**config.mk**
```make
export PLATFORM = sky130hd
export DESIGN_NAME = irq_capture_ctrl
export DESIGN_NICKNAME = d
export VERILOG_FILES = /design/src/rtl/irq_capture_ctrl.sv
export SDC_FILE = /design/constraint.sdc
export NUM_CORES = 1
export LEC_CHECK = 0
export CAP_MARGIN = 40
export CORE_ASPECT_RATIO = 0.6
export CORE_MARGIN = 2
export CORE_UTILIZATION = 39
export DETAILED_ROUTE_END_ITERATION = 10
export PLACE_DENSITY_LB_ADDON = 0.2
export SETUP_SLACK_MARGIN = 0.02
export SKIP_CTS_REPAIR_TIMING = 1
export SLEW_MARGIN = 20
export SYNTH_ARGS = -nofsm -noshare
export SYNTH_HDL_FRONTEND = slang
export SYNTH_SLANG_ARGS = --single-unit
export TNS_END_PERCENT = 30
```
**constraint.sdc**
```tcl
create_clock -name clk_clk -period 1.2 [get_ports clk_clk]
set_input_delay 0.12 -clock clk_clk [delete_from_list [all_inputs] [get_ports clk_clk]]
set_output_delay 0.12 -clock clk_clk [all_outputs]
set_load 0.03 [all_outputs]
```
**src/rtl/irq_capture_ctrl.sv**
```systemverilog
// Interrupt capture block: synchronises N request lines, captures edges or levels per channel,
// and raises one masked, registered IRQ. Optional 16-bit edge counter under IRQ_CAPTURE_COUNT_EN.
module irq_capture_ctrl #(
  parameter int N_CH        = 4,
  parameter int SYNC_STAGES = 2,
  parameter bit ACTIVE_LOW  = 1'b1
) (
  input  logic            clk_clk,
  input  logic            reset_reset_n,
  input  logic [N_CH-1:0] req_in,
  input  logic [2:0]      avs_address,
  input  logic            avs_read,
  input  logic            avs_write,
  input  logic [31:0]     avs_writedata,
  output logic [31:0]     avs_readdata,
  output logic            irq
);

  localparam logic [2:0] ADDR_STATUS = 3'd0;
  localparam logic [2:0] ADDR_MASK   = 3'd1;
  localparam logic [2:0] ADDR_CLEAR  = 3'd2;
  localparam logic [2:0] ADDR_MODE   = 3'd3;
  localparam logic [2:0] ADDR_COUNT  = 3'd4;
  localparam logic [2:0] ADDR_RAW    = 3'd5;

  // The line level that means "not requesting"; the chain resets to it so reset release is quiet.
  localparam logic [N_CH-1:0] LINE_IDLE = {N_CH{ACTIVE_LOW}};

  logic [N_CH-1:0] sync_q [SYNC_STAGES];
  logic [N_CH-1:0] s_vec;
  logic [N_CH-1:0] prev_q;
  logic [N_CH-1:0] rise;
  logic [N_CH-1:0] pending_q;
  logic [N_CH-1:0] pending_d;
  logic [N_CH-1:0] mask_q;
  logic [N_CH-1:0] mode_q;
  logic [N_CH-1:0] clear_bits;
  logic [N_CH-1:0] wdata_ch;
  logic [31:0]     count_rd;
  logic [31:0]     rd_mux;
  logic            unused_wdata;

  assign unused_wdata = &{1'b0, avs_writedata};
  assign wdata_ch     = avs_writedata[N_CH-1:0];

  always_ff @(posedge clk_clk or negedge reset_reset_n) begin
    if (!reset_reset_n) begin
      for (int i = 0; i < SYNC_STAGES; i++) sync_q[i] <= LINE_IDLE;
    end else begin
      sync_q[0] <= req_in;
      for (int i = 1; i < SYNC_STAGES; i++) sync_q[i] <= sync_q[i-1];
    end
  end

  assign s_vec = ACTIVE_LOW ? ~sync_q[SYNC_STAGES-1] : sync_q[SYNC_STAGES-1];
  assign rise  = s_vec & ~prev_q;

  // Edge channels are sticky and a same-cycle edge beats the clear; level channels follow s.
  assign clear_bits = (avs_write && avs_address == ADDR_CLEAR) ? wdata_ch : '0;
  assign pending_d  = (mode_q & (rise | (pending_q & ~clear_bits))) | (~mode_q & s_vec);

  always_ff @(posedge clk_clk or negedge reset_reset_n) begin
    if (!reset_reset_n) begin
      prev_q    <= '0;
      pending_q <= '0;
      mask_q    <= '0;
      mode_q    <= '1;
      irq       <= 1'b0;
    end else begin
      prev_q    <= s_vec;
      pending_q <= pending_d;
      irq       <= |(pending_q & mask_q);
      if (avs_write && avs_address == ADDR_MASK) mask_q <= wdata_ch;
      if (avs_write && avs_address == ADDR_MODE) mode_q <= wdata_ch;
    end
  end

`ifdef IRQ_CAPTURE_COUNT_EN
  logic [15:0] count_q;

  always_ff @(posedge clk_clk or negedge reset_reset_n) begin
    if (!reset_reset_n) begin
      count_q <= '0;
    end else if (avs_write && avs_address == ADDR_COUNT) begin
      count_q <= '0;
    end else if (|(rise & mode_q) && count_q != 16'hFFFF) begin
      count_q <= count_q + 16'd1;
    end
  end

  assign count_rd = {16'h0000, count_q};
`else
  assign count_rd = '0;
`endif

  always_comb begin
    rd_mux = '0;
    case (avs_address)
      ADDR_STATUS: rd_mux = 32'(pending_q);
      ADDR_MASK:   rd_mux = 32'(mask_q);
      ADDR_MODE:   rd_mux = 32'(mode_q);
      ADDR_COUNT:  rd_mux = count_rd;
      ADDR_RAW:    rd_mux = 32'(s_vec);
      default:     rd_mux = '0;
    endcase
  end

  // Bus: no waitrequest, every strobe is accepted on the edge it is sampled. Read data appears
  // one cycle later and holds until the next read; a same-cycle write is seen by later reads only.
  always_ff @(posedge clk_clk or negedge reset_reset_n) begin
    if (!reset_reset_n) begin
      avs_readdata <= '0;
    end else if (avs_read) begin
      avs_readdata <= rd_mux;
    end
  end

endmodule

```
## Word level (Yosys, flattened, before mapping)

Index checks and enable logic that the tools add are counted.

- Logic and storage cells: 30
- Flip-flop bits (word level): 57
- Input bits: 43

- Equal/unequal tests: 4
- Mux-type cells: 2
- Bitwise logic cells: 11
- Reductions and logical operators: 5

Operators by type and width:

| operator | count |
|---|---|
| 4-bit AND | 5 |
| 4-bit inverter | 4 |
| 4-bit one-hot mux with 4 select lines | 1 |
| 4-bit OR | 2 |
| 3-bit by 2-bit equality test with 1-bit output (second input constant) | 2 |
| 4-bit 2-to-1 mux | 1 |
| 4-bit OR reduction | 1 |
| 3-bit by 1-bit equality test with 1-bit output (second input constant) | 1 |
| 3-bit equality test (second input constant) | 1 |
| 1-bit logical AND | 3 |
| 3-bit zero test | 1 |

## Longest topological paths before layout

Gate-level depths: netlist (run 1).

- Word-level depth: 8
- Gate-level depth with buffers: 4

## Worst setup path after synthesis (run 1)

No wires, ideal clock.

- Kind: input to register
- Start: input avs_address[0]
- End: register mask_q[0]
- Path slack: 165 ps
- Library setup time: 125 ps
- Arrival: 910 ps
- Cell stages on the path: 4
- Buffers on the path: 1
- Cells stage by stage: buf_6 -> nand2b_4 -> nor3b_4 -> mux2_2

- Cells in the longest elaborated chain, start to end: 2

Ends and longest elaborated chain:

| element | line | source |
|---|---|---|
| from (decl) | 11 | `input logic [2:0] avs_address,` |
| 3-bit by 1-bit equality test with 1-bit output | 73 | `if (avs_write && avs_address == ADDR_MASK) mask_q <= wdata_ch;` |
| 1-bit logical AND | 73 |  |
| to (signal assigned) | 73 |  |
| to (decl) | 35 | `logic [N_CH-1:0] mask_q;` |

No other way between the ends.
A chain may end at the register's enable or synchronous reset.

## Worst setup path after layout (run 1)

- Start: register mode_q[0]
- End: register avs_readdata[0]

- Cells in the longest elaborated chain, start to end: 1

Ends and longest elaborated chain:

| element | line | source |
|---|---|---|
| from (decl) | 36 | `logic [N_CH-1:0] mode_q;` |
| from (signal assigned) | 74 | `if (avs_write && avs_address == ADDR_MODE) mode_q <= wdata_ch;` |
| 4-bit one-hot mux with 4 select lines | 98 | `case (avs_address)` |
| to (signal assigned) | 114 | `avs_readdata <= rd_mux;` |
| to (decl) | 15 | `output logic [31:0] avs_readdata,` |

No other way between the ends.

==> results of run 1 <==
## how the worst min path moves through the flow
stage	to	slack, ns	cells past startpoint
floorplan	avs_readdata[0]	-0.18	0
global placement	sync_q[0]	0.35	0
detailed placement	sync_q[0]	0.35	0
CTS	prev_q[2]	0.22	2
global route	prev_q[2]	0.21	2
finish	prev_q[2]	0.21	2
## area by class of cell
type | count | area share (%)
Timing Repair Buffer | 27 | 16.24
Clock inverter | 3 | 3.704
Multi-Input combinational cell | 81 | 29.91
Clock buffer | 5 | 3.917
Sequential cell | 29 | 42.17
Tap cell | 45 | 3.205
Inverter | 4 | 0.8547
## cells by family after synthesis
logic type	share of synthesized area [%]
flops	52.39
simple gates	10.26
buf+inv	17.61
other cells	0.2652
mux	9.469
compound gates	9.999
## state kept, by name, summed over array words and instances, names as in the netlist
| name | cells |
|---|---|
| irq | 1 |
| pending_q | 4 |
| mode_q | 4 |
| prev_q | 4 |
| avs_readdata | 4 |
| mask_q | 4 |
| sync_q | 8 |
## through the flow
stage          TNS, ns  hold slack, ns  setup slack, ns
6_report             0          0.2053           0.1157
5_1_grt              0          0.2127          0.06527
4_1_cts         -1.879          0.2183          -0.2487
3_5_place_dp    -5.261          0.3476          -0.4147
3_3_place_gp    -4.700          0.3457          -0.3753
2_1_floorplan        0         -0.1756           0.1650
## metal layers
| metal | GRT usage (%) | vias to the layer above | part of all wire (%) |
|---|---|---|---|
| li1 | - | 408 | - |
| met3 | 6.835 | 4 | 9.5 |
| met4 | 5.833 | 0 | 1.2 |
| met5 | 0 | - | 0 |
| met2 | 19.51 | 47 | 45 |
| met1 | 18.57 | 449 | 45 |
## placed cells by master, fill, tap and decap left out, drive strengths merged, types with 2 or more instances in the layout
cell           instances
a31oi                  3
nand2                 12
o32a                   3
clkbuf                 5
a22oi                  2
mux2                  11
dfrtp                 17
buf                    8
bufinv                 2
inv                    4
dfstp                 12
nor2                   4
clkdlybuf4s50         10
conb                  28
a31o                   4
a21oi                  5
dlymetal6s2s           9
## power breakdown
group / switching (uW) / leakage (uW) / internal, uW
Clock: 380 / 0.0000681 / 824
Sequential: 102 / 0.000326 / 1150
Combinational: 316 / 0.000466 / 242
Total: 798 / 0.000860 / 2210
==> run summary, run 1 <==
Status: complete, no violations
DRC: 0
Worst R2R Start: mode_q[0]
Placed standard-cell area: 1600 um2
GPL Wtd Cong: 0.8243
Max-slew violation count: 0
H-tree depth: 2
Starting DRT DRC Count: 54
Area of the multi-input gates: 525.5 um2
Layout cells sized above 1: 33.56%
Starting Density: 42.04%
Slowest-stage cell, CP: dfstp_2
Initial antenna violation count: 0
P_leak: 0.0008603 uW
Total core area: 3363 um2
Main synth FF type: dfrtp_1
Std cell rows: 16
CP top delay family: flip-flops
Reg clk slew, reported paths: 0.07 ns
Clock Skew: 0.004364 ns
Worst path cell trace: nand2_1, o32a_2, a31oi_1
PwrDens: 1714 nW/um2
Worst Setup SP: mode_q[0]
Final setup fails: 0
Total Power: 3011 uW
Flop2flop setup slack: 0.12 ns
Synth area leader: dfrtp_1
Crit path capture: avs_readdata[0]
P&R area growth vs syn: 24.25%
Crit path time final: 1.084 ns
CP Capture Type: flip-flop
Startpoint Class: flip-flop
Fillers: 305
GRT Overall Usage: 14.08%
Flops & latches, synth: 29
Arrival @ worst endpoint: 1.28 ns
I/O pin count: 76
Full die area: 4139 um2
Peak supply drop: 733.0 uV
# diodes: 0
Final std cells w/o fill: 194
Worst-skew pair later-pin latency: 0.28 ns
Final wirelength: 2.626 mm
Reported max-cap violation count: 0
Depth of the most critical reg-to-reg path: 3
Post-synthesis sequential area ratio: 52.39%
Critical Path RT: 1.40 ns
Sequential cell area: 740.7 um2
CP Class: reg2reg
Vias post-DR: 908
Placed cell count: 186
GRT overflow: 0
Final Instance Area: 1757 um2
WP buf/inv: 0
Vias per inst: 4.680
F_max: 922.3 MHz
Largest stage delay on the critical path: 0.56 ns
Cells taking the most area after synthesis: dfrtp_1 30%, dfstp_2 22%, buf_4 15%
Async SR Flop Fraction: 100.0%
Clk sinks: 29
Wirelength per Cell: 13.54 um
Die Height: 50.64 um
CP max FO: 4
TritonRoute pass-1 iters: 4
Most frequent cell after synthesis: buf_4
Pin count of the biggest net entering global routing: 30
RSZ-0062 raised after global routing: false
Distinct cells, synth: 24
FF-to-FF End: avs_readdata[0]
CTS tree: built
Maximum clock path buffer count: 2
Post-Syn Area per Cell: 11.98 um2
First-pass GRT wire length: 4.126 mm
Die width: 81.73 um
Final hold viol count: 0
Total CTS buffers: 5
Cell Area, Synth: 1414 um2
Vias in the first global route: 826
YS warnings: 0
Yosys top cell area share: 30.09%
Routed Antenna Nets: 0
Hold Crit Class: in2async
Core Util, Final: 52.23%
Post-synth EDFFs: 0
WP depth: 3
CTS root buf: clkbuf_8
Synth Instances: 118
Period utilisation layout: 90.36%
Net count reported at finish: 191
Port bufs: 19
Synth cell count leaders: 29 x buf_4, 17 x dfrtp_1, 12 x dfstp_2, 12 x nand2_1, 11 x mux2_2
No activity file was read; power rests on OpenSTA's default activity.
==> run 2: changes to the inputs <==
Settings changed: ABC_CLOCK_PERIOD_IN_PS set to 1200.
==> results of run 2 <==
The final DEF is identical to that of run 1; final timing and power are the same.
